**src/rtl/mem_pkg.sv**
```systemverilog
// mem_pkg: shared types and constants for the memory-access stage.
//   mem_op_e     - 4-bit memory operation code carried in EX/MEM
//   mem_state_e  - mem_access FSM states
//   SEL_*        - big-endian byte-lane enable patterns
//   is_mem_op / is_load / is_store - opcode classification helpers
package mem_pkg;

    localparam int unsigned REG_W   = 32;
    localparam int unsigned RADDR_W = 5;
    localparam int unsigned OP_W    = 4;
    localparam int unsigned SEL_BW  = 4;

    typedef enum logic [OP_W-1:0] {
        NONE = 4'd0,
        LB   = 4'd1,
        LBU  = 4'd2,
        LH   = 4'd3,
        LHU  = 4'd4,
        LW   = 4'd5,
        SB   = 4'd6,
        SH   = 4'd7,
        SW   = 4'd8
    } mem_op_e;

    typedef enum logic [1:0] {
        IDLE = 2'd0,
        BUSY = 2'd1,
        DONE = 2'd2
    } mem_state_e;

    // Lane 0 is the most significant byte (big-endian)
    localparam logic [SEL_BW-1:0] SEL_NONE = 4'b0000;
    localparam logic [SEL_BW-1:0] SEL_B0   = 4'b1000;
    localparam logic [SEL_BW-1:0] SEL_B1   = 4'b0100;
    localparam logic [SEL_BW-1:0] SEL_B2   = 4'b0010;
    localparam logic [SEL_BW-1:0] SEL_B3   = 4'b0001;
    localparam logic [SEL_BW-1:0] SEL_H0   = 4'b1100;
    localparam logic [SEL_BW-1:0] SEL_H1   = 4'b0011;
    localparam logic [SEL_BW-1:0] SEL_W    = 4'b1111;

    // Undefined encodings fall through to 0, i.e. they behave as NONE
    function automatic logic is_load(input mem_op_e op);
        return (op == LB) || (op == LBU) || (op == LH) || (op == LHU) || (op == LW);
    endfunction

    function automatic logic is_store(input mem_op_e op);
        return (op == SB) || (op == SH) || (op == SW);
    endfunction

    function automatic logic is_mem_op(input mem_op_e op);
        return is_load(op) || is_store(op);
    endfunction

endpackage

```
**src/rtl/mem_lane_align.sv**
```systemverilog
// mem_lane_align: combinational byte-lane steering for the data bus.
//   op_i       - memory opcode (mem_op_e encoding)
//   addr_lo_i  - effective address bits [1:0]
//   sdata_i    - store data (rt)
//   rdata_i    - raw bus read data
//   sel_o      - byte-lane enables
//   wdata_o    - store data replicated across the selected lanes
//   ldata_o    - aligned and sign/zero-extended load data
//   misalign_o - access is not naturally aligned for its size
module mem_lane_align
    import mem_pkg::*;
(
    input  logic [OP_W-1:0]   op_i,
    input  logic [1:0]        addr_lo_i,
    input  logic [REG_W-1:0]  sdata_i,
    input  logic [REG_W-1:0]  rdata_i,
    output logic [SEL_BW-1:0] sel_o,
    output logic [REG_W-1:0]  wdata_o,
    output logic [REG_W-1:0]  ldata_o,
    output logic              misalign_o
);

    logic [SEL_BW-1:0] byte_sel;
    logic [7:0]        byte_v;
    logic [SEL_BW-1:0] half_sel;
    logic [15:0]       half_v;

    // Byte and halfword extraction for big-endian lanes
    always_comb begin
        byte_sel = SEL_B0;
        byte_v   = rdata_i[31:24];
        case (addr_lo_i)
            2'b00: begin byte_sel = SEL_B0; byte_v = rdata_i[31:24]; end
            2'b01: begin byte_sel = SEL_B1; byte_v = rdata_i[23:16]; end
            2'b10: begin byte_sel = SEL_B2; byte_v = rdata_i[15:8];  end
            default: begin byte_sel = SEL_B3; byte_v = rdata_i[7:0]; end
        endcase
        half_sel = addr_lo_i[1] ? SEL_H1 : SEL_H0;
        half_v   = addr_lo_i[1] ? rdata_i[15:0] : rdata_i[31:16];
    end

    // Per-opcode lane enables, store replication and load extension
    always_comb begin
        sel_o      = SEL_NONE;
        wdata_o    = '0;
        ldata_o    = '0;
        misalign_o = 1'b0;
        case (mem_op_e'(op_i))
            LB: begin
                sel_o   = byte_sel;
                ldata_o = {{24{byte_v[7]}}, byte_v};
            end
            LBU: begin
                sel_o   = byte_sel;
                ldata_o = {24'd0, byte_v};
            end
            LH: begin
                sel_o      = half_sel;
                ldata_o    = {{16{half_v[15]}}, half_v};
                misalign_o = addr_lo_i[0];
            end
            LHU: begin
                sel_o      = half_sel;
                ldata_o    = {16'd0, half_v};
                misalign_o = addr_lo_i[0];
            end
            LW: begin
                sel_o      = SEL_W;
                ldata_o    = rdata_i;
                misalign_o = |addr_lo_i;
            end
            SB: begin
                sel_o   = byte_sel;
                wdata_o = {4{sdata_i[7:0]}};
            end
            SH: begin
                sel_o      = half_sel;
                wdata_o    = {2{sdata_i[15:0]}};
                misalign_o = addr_lo_i[0];
            end
            SW: begin
                sel_o      = SEL_W;
                wdata_o    = sdata_i;
                misalign_o = |addr_lo_i;
            end
            default: ;
        endcase
    end

endmodule

```
**src/rtl/mem_access.sv**
```systemverilog
// mem_access: MEM pipeline stage between EX/MEM and MEM/WB.
// Non-memory ops pass straight through; loads/stores run one
// request/ack transaction on the data bus while stalling upstream.
// Optional build macro: MEM_ALIGN_CHECK_EN (misaligned accesses skip the
// bus, report via mem_excp_align and suppress the register write).
// Ports:
//   clk, rst                 - clock, async active-high reset
//   ex_*                     - EX/MEM register contents
//   dbus_req/we/addr/sel/wdata - registered data-bus request
//   dbus_rdata, dbus_ack     - data-bus response
//   mem_waddr/wreg/wdata     - to MEM/WB (combinational)
//   stallreq                 - freeze upstream pipeline (combinational)
//   mem_excp_align           - misalignment pulse (MEM_ALIGN_CHECK_EN only)
module mem_access
    import mem_pkg::*;
(
    input  logic               clk,
    input  logic               rst,
    input  logic [RADDR_W-1:0] ex_waddr,
    input  logic               ex_wreg,
    input  logic [REG_W-1:0]   ex_wdata,
    input  logic [OP_W-1:0]    ex_memop,
    input  logic [REG_W-1:0]   ex_mem_addr,
    input  logic [REG_W-1:0]   ex_store_data,
    output logic               dbus_req,
    output logic               dbus_we,
    output logic [REG_W-1:0]   dbus_addr,
    output logic [SEL_BW-1:0]  dbus_sel,
    output logic [REG_W-1:0]   dbus_wdata,
    input  logic [REG_W-1:0]   dbus_rdata,
    input  logic               dbus_ack,
    output logic [RADDR_W-1:0] mem_waddr,
    output logic               mem_wreg,
    output logic [REG_W-1:0]   mem_wdata,
    output logic               stallreq
`ifdef MEM_ALIGN_CHECK_EN
    ,
    output logic               mem_excp_align
`endif
);

    mem_state_e        state_q;
    logic [REG_W-1:0]  ld_q;

    mem_op_e           op_c;
    logic              mem_op_c;
    logic              load_c;
    logic [SEL_BW-1:0] sel_c;
    logic [REG_W-1:0]  wdata_c;
    logic [REG_W-1:0]  ldata_c;
    logic              skip_c;
    logic              fault_c;

    assign op_c     = mem_op_e'(ex_memop);
    assign mem_op_c = is_mem_op(op_c);
    assign load_c   = is_load(op_c);

    // ex_* are held stable by the controller while stalled, so one
    // lane instance serves both request formation and load extension
    mem_lane_align u_lane (
        .op_i       (ex_memop),
        .addr_lo_i  (ex_mem_addr[1:0]),
        .sdata_i    (ex_store_data),
        .rdata_i    (dbus_rdata),
        .sel_o      (sel_c),
        .wdata_o    (wdata_c),
        .ldata_o    (ldata_c),
`ifdef MEM_ALIGN_CHECK_EN
        .misalign_o (skip_c)
`else
        .misalign_o ()
`endif
    );

`ifdef MEM_ALIGN_CHECK_EN
    // Pulse for exactly the DONE cycle reached via a misaligned access
    always_ff @(posedge clk or posedge rst) begin
        if (rst) begin
            mem_excp_align <= 1'b0;
        end else begin
            mem_excp_align <= (state_q == IDLE) && mem_op_c && skip_c;
        end
    end
    assign fault_c = mem_excp_align;
`else
    assign skip_c  = 1'b0;
    assign fault_c = 1'b0;
`endif

    // Transaction FSM with registered bus outputs
    always_ff @(posedge clk or posedge rst) begin
        if (rst) begin
            state_q    <= IDLE;
            dbus_req   <= 1'b0;
            dbus_we    <= 1'b0;
            dbus_addr  <= '0;
            dbus_sel   <= SEL_NONE;
            dbus_wdata <= '0;
            ld_q       <= '0;
        end else begin
            case (state_q)
                IDLE: begin
                    if (mem_op_c) begin
                        if (skip_c) begin
                            state_q <= DONE;
                        end else begin
                            dbus_req   <= 1'b1;
                            dbus_we    <= is_store(op_c);
                            dbus_addr  <= {ex_mem_addr[REG_W-1:2], 2'b00};
                            dbus_sel   <= sel_c;
                            dbus_wdata <= wdata_c;
                            state_q    <= BUSY;
                        end
                    end
                end
                BUSY: begin
                    if (dbus_ack) begin
                        dbus_req <= 1'b0;
                        ld_q     <= ldata_c;
                        state_q  <= DONE;
                    end
                end
                default: begin
                    state_q <= IDLE;
                end
            endcase
        end
    end

    // MEM/WB drive and stall request
    always_comb begin
        stallreq  = 1'b0;
        mem_waddr = '0;
        mem_wreg  = 1'b0;
        mem_wdata = '0;
        case (state_q)
            IDLE: begin
                if (mem_op_c) begin
                    stallreq = 1'b1;
                end else begin
                    mem_waddr = ex_waddr;
                    mem_wreg  = ex_wreg;
                    mem_wdata = ex_wdata;
                end
            end
            BUSY: begin
                stallreq = 1'b1;
            end
            DONE: begin
                mem_waddr = ex_waddr;
                mem_wreg  = ex_wreg & load_c & ~fault_c;
                mem_wdata = load_c ? ld_q : '0;
            end
            default: ;
        endcase
    end

endmodule
```
**config.mk**
```make
export PLATFORM = sky130hd
export DESIGN_NAME = mem_access
export DESIGN_NICKNAME = d
export VERILOG_FILES = /design/src/rtl/mem_pkg.sv /design/src/rtl/mem_lane_align.sv /design/src/rtl/mem_access.sv
export SDC_FILE = /design/constraint.sdc
export NUM_CORES = 1
export LEC_CHECK = 0
export BUFFER_PORTS_ARGS = -buffer_cell sky130_fd_sc_hd__buf_2
export CAP_MARGIN = 10
export CELL_PAD_IN_SITES_DETAIL_PLACEMENT = 1
export CELL_PAD_IN_SITES_GLOBAL_PLACEMENT = 1
export CORE_UTILIZATION = 37
export CTS_CLUSTER_SIZE = 10
export DETAILED_ROUTE_END_ITERATION = 7
export PLACE_DENSITY = 0.94
export REMOVE_ABC_BUFFERS = 1
export SLEW_MARGIN = 10
export SYNTH_ARGS = -nofsm -noshare
export SYNTH_HDL_FRONTEND = slang
export SYNTH_SLANG_ARGS = --single-unit
```
**constraint.sdc**
```tcl
create_clock -name clk -period 8.7 [get_ports clk]
set_clock_uncertainty 0.1 [all_clocks]
set_input_delay 0.435 -clock clk [delete_from_list [all_inputs] [get_ports clk]]
set_output_delay 0.435 -clock clk [all_outputs]
set_load 0.05 [all_outputs]
```
Word-level counts from Yosys, hierarchy flattened --
Index checks and enable logic that the tools add are counted.
Word-level totals: flip-flop bits (word level) 102, input bits 141, output and inout bits 109, logic and storage cells 61
Operators by class: equality and inequality tests 14, multiplexer cells 22, bitwise operators 1, reduce and logical (&&, ||, !) cells 17
Operators with widths (count):
- 32-bit case mux with 5 select lines | 1
- 32-bit case mux with 3 select lines | 1
- 32-bit 2-to-1 mux | 2
- 32-bit case mux with 2 select lines | 1
- 4-bit case mux with 3 select lines | 2
- 8-bit case mux with 3 select lines | 1
- 4-bit by 3-bit == test with 1-bit output (second input constant) | 4
- 16-bit 2-to-1 mux | 1
- 5-bit case mux with 2 select lines | 1
- 4-bit by 2-bit == test with 1-bit output (second input constant) | 2
- 1-bit logical OR | 7
- 1-bit case mux with 2 select lines | 3
- 2-bit AND reduction | 3
- 3-bit OR reduction | 2
- 5-bit 2-to-1 mux | 1
- 2-bit by 1-bit == test with 1-bit output (second input constant) | 2
- 2-bit == test (second input constant) | 2
- 4-bit by 1-bit == test with 1-bit output (second input constant) | 1
- 4-bit == test (second input constant) | 1
- 2-bit logical NOT | 2
- 1-bit 2-to-1 mux | 4
- 2-bit 2-to-1 mux | 2
- 4-bit 2-to-1 mux | 1
- 2-bit != test (second input constant) | 2
- other kinds (5) | 5

Logic depth before layout (Yosys ltp) --
Gate-level depths: netlist (run 1).
depth in word-level cells 8, gate-level depth with buffers 7, mapped depth without buffers 5

Modules after synthesis --
A second synthesis (run 1) with hierarchy kept.
Second synthesis, totals: cells, all modules 591, area, all modules 6234.7 sq um
By module, submodules not included:
- mem_access | times used 1, cells an instance 401, area each 4819.6 sq um, seq. area each 2552.4 sq um
- mem_lane_align | times used 1, cells an instance 190, area each 1415.1 sq um, seq. area each 0.0 sq um

Least setup slack after synthesis (run 1) --
No wires, ideal clock.
path type input to output, from input port ex_memop[0], to output port mem_wdata[10], arrival time 2.008 ns, required time 8.165 ns, setup slack 6.157 ns, cell stages on the path 5, buffers on the path 2, cells stage by stage buf_4 -> or4_4 -> a21boi_2 -> buf_6 -> a22o_1
Between the ends: longest elaborated chain between the ends 8, elaborated cells between the ends (all ways) 18, those cells by class 8 x eq/ne; 3 x mux; 7 x reduce/logical
RTL lines:
- start, declared | line mem_access.sv:22 | input logic [OP_W-1:0] ex_memop,
- 4-bit by 1-bit == test with 1-bit output / 4-bit by 2-bit == test with 1-bit output (equally long branches) | line mem_pkg.sv:43 | return (op == LB) || (op == LBU) || (op == LH) || (op == LHU) || (op == LW);
- 1-bit logical OR (4 in series) | line mem_pkg.sv:43
- 1-bit logical OR | line mem_pkg.sv:51 | return is_load(op) || is_store(op);
- 32-bit 2-to-1 mux | line mem_access.sv:138 | if (mem_op_c) begin
- 32-bit case mux with 2 select lines * | line mem_access.sv:136 | case (state_q)
- end, declared | line mem_access.sv:34 | output logic [REG_W-1:0] mem_wdata,
Mark *: on every way between the ends. The rest lies on a longest branch, timed or not.

Worst setup path in the final report (run 1) --
from input port ex_memop[0], to output port mem_wdata[3]
Same word-level chain as after synthesis.

==> flow_summary.yaml, run 1 <==
setup_path:
  cp_max_fo: 33
  crit_path_end_kind: "primary output"
  cp.required_ns: 8.17
  arrival_ns: 3.07
  critical_path_class: "in -> out"
  start_kind: "input port"
timing:
  max_freq_ghz: 0.277
  layout_min_cycle_time_ns: 3.61
  fin_setup_tns_ns: 0
  setup_violations: 0
  slew_headroom_pct: 20.7
  tightest_slew_ns: 1.19
  hold_viol: 0
  period_share_pct: 41.5
  slew_viol_final: 0
  rsz0062_at_grt: "false"
floorplan:
  dieHeight_um: 122
  start_util_pct: 38.3
  io_pins: 250
  core_area_um2: 14000
  die_w_um: 122
  rows: 43
  die_area_um2: 15000
clock_tree:
  post_cts_buffers: 0
  max-clock-path-buffers: 2
  htree_num_levels: 3
  hold_buffers: 0
  clock-sinks: 102
  cts-root-buf: "clkbuf_16"
  cts_tree: "built"
  cts_buffers: 9
  clock_latency_ns: 0.34
  cts_resized: 0
  cts.reportedPaths.clkPinSlew_ns: 0.07
job:
  maxCapViolCount: 0
routing:
  drtIter0Drc: 316
  postRouteAntennaNets: 0
  routed_wl_um: 18300
  drc_errors: 0
  vias: 5338
  drt-pass1-iter-count: 4
  wl_per_cell_um: 18.6
  viasPerCell: 5.43
global_routing:
  track_usage_pct: 24.6
  busiest_layer: "met2"
  grtUsageMet1_pct: 29.3
  grt_pass1_wl_um: 28100
  grt_use_met2_pct: 43.4
  grt_start_max_net_pins: 72
  antenna_found_initial: 0
  grt_use_met3_pct: 5.07
  grt_pass1_vias: 5413
  grt_overflow_total: 0
logic_synthesis:
  synth_cell_types: 57
  yosysWarnings: 0
  synth-async-reset-ratio_pct: 100
  synth_area_um2: 5360
  synth_edf_count: 0
  yosysSeqAreaShare_pct: 47.6
  syn_inst: 581
  syn_avg_cell_area_um2: 9.23
  synthTopCellsByArea: "dfrtp_1, nand2_1, a22o_1"
  ys_ff_latch: 102
  synth_area_leader_cell: "dfrtp_1"
  synthDominantCellAreaShare_pct: 47.6
  dominantRegCellSynth: "dfrtp_1"
cells_and_area:
  fillers: 1732
  nets: 939
  fin_util_pct: 49.2
  final_layout_size_suffix_gt1_share_pct: 35.9
  multi_input_area_um2: 2490
  antenna_cells: 0
  ff_latch_area_um2: 2550
  syn_to_final_growth_pct: 28.5
power_and_ir_drop:
  ir_worst_vdd_mv: 0.220
  p_total_mw: 2.42
  power_density_nw_per_um2: 351
  p_leak_nw: 3.61
hold_path:
  hold_path.class: "in -> async"
placed_design:
  io_buffers: 247
  gp_congestion: 0.821
  dp_hpwl_um: 13300
outcome:
  status: "completed"
## registers in the layout, indices dropped and copies added (netlist names)
signal and flops:
dbus_addr 30, dbus_req 1, dbus_sel 4, dbus_wdata 32
dbus_we 1, ld_q 32, state_q 2
## cell usage in the layout, fill, tap and decap left out, drive strengths merged, types with 3 or more instances in the layout
| cell type | n |
|---|---|
| nand3 | 9 |
| a21oi | 31 |
| o221ai | 3 |
| o211ai | 7 |
| nor2 | 43 |
| and2 | 3 |
| clkbuf | 11 |
| o21ai | 24 |
| inv | 5 |
| mux2 | 3 |
| and3 | 9 |
| a31oi | 19 |
| buf | 253 |
| a22oi | 21 |
| mux2i | 12 |
| nand2 | 155 |
| a22o | 40 |
| nand2b | 4 |
| a21boi | 3 |
| mux4 | 5 |
| dfrtp | 102 |
## Yosys cell counts, drive strengths merged, types with 2 or more instances
master	count
mux2	3
mux2i	12
nand2	155
nor2	43
a221oi	2
a21oi	31
dfrtp	102
nor2b	2
nand2b	4
nor3	2
mux4	5
nand3b	2
and3	9
o21ai	24
a22o	40
o221ai	3
inv	4
clkbuf	6
or2	2
a22oi	21
a2bb2oi	2
a31oi	19
and2	3
and4	2
o311ai	2
nand3	9
a21boi	3
o211ai	7
a41oi	2
buf	42
## through the flow
step	cells	hold WS [ns]	instance area, um^2	setup WS (ns)
final	983	0.0296	6890	5.09
after global routing	983	0.0646	6890	4.93
after CTS	983	0.0384	6890	5.14
after detailed placement	967	0.357	6570	5.16
after global placement	967	0.350	6570	5.23
after floorplan	534	0.350	5060	4.82
## worst max-delay path, stage by stage
cell and delay (ns):
buf_2 0.47, or3_1 0.24, a21boi_0 0.31, and4_1 1.04, a22o_1 0.29, buf_2 0.26
## worst paths after layout
check	startpoint	to	slack (ns)	cells after the start
max	ex_memop[0]	mem_wdata[3]	5.09	6
max in group asynchronous	rst	dbus_wdata[30]	7.23	3
max reg2reg	state_q[0]	ld_q[12]	6.57	6
min	rst	dbus_addr[27]	0.03	2
min reg2reg	dbus_wdata[18]	dbus_wdata[18]	0.37	2
min in group clk	ex_mem_addr[27]	dbus_addr[27]	0.17	3
## power breakdown
group	switching, mW	internal [mW]
combinational	0.919	0.289
clock	0.183	0.253
sequential	0.114	0.660
## layer usage
layer | up-vias | wire (um) | part of all wire, %
li1 | 2486 | - | -
met1 | 2621 | 7550 | 41
met2 | 207 | 9170 | 50
met3 | 24 | 1170 | 6.4
met4 | 0 | 379 | 2.1
met5 | - | 0 | 0
## cell families (layout without fill, tap and decap cells)
family	Yosys count	in the layout	synth area share (%)
other	1	2	0.0699
flip-flops	102	102	47.6
buffers and inverters	53	274	6.04
multiplexers	20	20	4.97
XOR/XNOR	2	2	0.327
AND/OR/NAND/NOR	242	242	19.9
AO/OA/AOI/OAI	161	161	21.1
## final cells by class
| class | instances | share of cell area (%) |
|---|---|---|
| timing repair buffer | 253 | 18.6 |
| sequential | 102 | 37.1 |
| tap | 180 | 3.27 |
| clock inverter | 5 | 1.18 |
| multi-input combinational | 427 | 36.2 |
| clock buffer | 11 | 3.38 |
| inverter | 5 | 0.309 |
Note: power is estimated with default switching activity, not from simulation.
==> run 2, diff against run 1 <==
CORE_UTILIZATION = 34   (was 37)
PLACE_DENSITY = 0.88   (was 0.94)
clock period = 3.7 ns   (was 8.7 ns; I/O delays follow)
==> run 2 against run 1 <==
Effect of this change:
- register-to-register slack got worse by 5.2 ns
- first-iteration DRC count increased by 2.5%
- via count rose by 4.8%
- combinational power up 140%
- non-clock buffer count increased by 42
- core utilization shrank 1.3 points
- clock-buffer cell count increased by 1
- design area is 6.6% higher
- die area up 8.7%
- flip-flop and latch count did not move
- wire length rose by 8.4%
- power up 140%
==> flow_summary.yaml, run 2 (same netlist as run 1, synthesis figures left out) <==
timing:
  tightest_slew_ns: 0.887
  hold_viol: 0
  slew_viol_final: 0
  hold_slack_ns: 0.0143
  setup_violations: 0
  rsz0062_at_grt: "false"
  period_share_pct: 69.9
  max_freq_ghz: 0.386
  slew_headroom_pct: 40.5
  layout_min_cycle_time_ns: 2.59
  fin_setup_tns_ns: 0
global_routing:
  track_usage_pct: 24.6
  grt_pass1_vias: 5841
  grt_start_max_net_pins: 103
  busiest_layer: "met2"
  grt_use_met2_pct: 44.6
  grt_pass1_wl_um: 31000
  grtUsageMet1_pct: 29.0
  grt_overflow_total: 0
  grt_use_met3_pct: 4.61
  antenna_found_initial: 0
setup_path:
  arrival_ns: 2.30
  start_kind: "flop"
  cp.required_ns: 3.41
  crit_path_end_kind: "primary output"
  critical_path_class: "reg -> out"
  reg2reg_slack_ns: 1.38
  cp_max_fo: 33
cells_and_area:
  final_layout_size_suffix_gt1_share_pct: 34.7
  syn_to_final_growth_pct: 37.0
  top_regs: "dbus_wdata: 32 flops, ld_q: 32 flops, dbus_addr: 30 flops"
  final_cell_mix: "buf_2, nand2_1, dfrtp_1, nor2_1, a22o_1"
  final_design_area_no_fill_um2: 7340
  final_common_cell: "buf_2"
  antenna_cells: 0
  nets: 981
clock_tree:
  cts.reportedPaths.clkPinSlew_ns: 0.07
  cts-root-buf: "clkbuf_16"
  htree_num_levels: 3
  cts_buffers: 9
  cts_tree: "built"
  clock_latency_ns: 0.34
  clock-sinks: 102
  max-clock-path-buffers: 2
placed_design:
  dp_hpwl_um: 13300
  place_area_um2: 6660
  io_buffers: 247
  gp_congestion: 0.868
power_and_ir_drop:
  ir_worst_vdd_mv: 0.450
  p_clk_share_pct: 17.3
  power_density_nw_per_um2: 781
  pwr-share-seq_pct: 31.8
  switching_share_pct: 50.4
  pwr-share-comb_pct: 50.9
  p_int_mw: 2.84
  power_switching_mw: 2.89
  p_leak_nw: 3.79
outcome:
  status: "completed"
floorplan:
  rows: 45
  die_w_um: 128
  start_util_pct: 35.0
  dieHeight_um: 128
  die_area_um2: 16300
  core_area_um2: 15300
  io_pins: 250
routing:
  routed_wl_um: 19800
  viasPerCell: 5.30
  drt-pass1-iter-count: 4
  drtIter0Drc: 324
  postRouteAntennaNets: 0
  wl_per_cell_um: 18.8
  drc_errors: 0
  vias: 5594
job:
  maxCapViolCount: 0
hold_path:
  hold_path.class: "in -> reg"
## run 2: cell types whose count changed in the layout (fill, tap and decap cells not counted), sizes merged
cell / delta
buf: +4
inv: -1
bufinv: -1
clkbuf: +1
dlygate4sd3: +38
## run 2: through the flow
step | worst slack, ns | power (mW) | instances | utilization (%)
3_5_place_dp | 1.16 | 4.70 | 1002 | 43.5
3_3_place_gp | 1.24 | 4.62 | 1002 | 43.5
2_1_floorplan | 0.0746 | 3.86 | 534 | -
5_1_grt | 0.959 | 6.02 | 1055 | 48.0
6_report | 1.11 | 5.73 | 1055 | 48.0
4_1_cts | 1.09 | 5.74 | 1055 | 48.0
## run 2: worst max-delay path, stage by stage, from the launching register on
cell	delay [ns]
dfrtp_1	0.46
nor2_1	0.46
a21boi_2	0.24
buf_4	0.35
a22o_1	0.18
buf_2	0.25
## run 2: power groups by stage
| stage | Combinational [mW] | Clock, mW | Sequential, mW |
|---|---|---|---|
| finish | 2.92 | 0.990 | 1.83 |
| floorplan | 1.13 | 0 | 2.73 |
| CTS | 2.91 | 1.02 | 1.82 |
| global placement | 2.81 | 0 | 1.81 |
| global route | 3.09 | 1.06 | 1.87 |
| detailed placement | 2.87 | 0 | 1.83 |
## run 2: per-layer routing
metal  vias up  wire length [um]
met5         -                 6
met4         2               413
met3        29              1350
met2       222             10100
met1      2769              7880
li1       2572                 -
## run 2: repair_timing
action	CTS	global route
resized for setup	0	0
buffers inserted	0	0
hold buffers	38	0
endpoints found under the hold margin	139	0
## run 2: final timing paths
path	startpoint	endpoint	cells after the start
hold reg to reg	dbus_addr[24]	dbus_addr[24]	2
hold / removal	dbus_rdata[8]	ld_q[8]	3
setup / recovery	state_q[1]	mem_wdata[24]	5
min in group asynchronous	rst	ld_q[16]	4
max in group asynchronous	rst	ld_q[4]	4
setup reg to reg	state_q[0]	ld_q[11]	6
## run 2: cell type report
| class | instances | area (um^2) |
|---|---|---|
| repair buffers | 295 | 1700 |
| multi-input cells | 427 | 2490 |
| well taps | 211 | 264 |
| clock inverters | 3 | 42.5 |
| clock buffers | 12 | 267 |
| inverters | 5 | 21.3 |
| fillers | 1886 | 7970 |
| flip-flops and latches | 102 | 2550 |
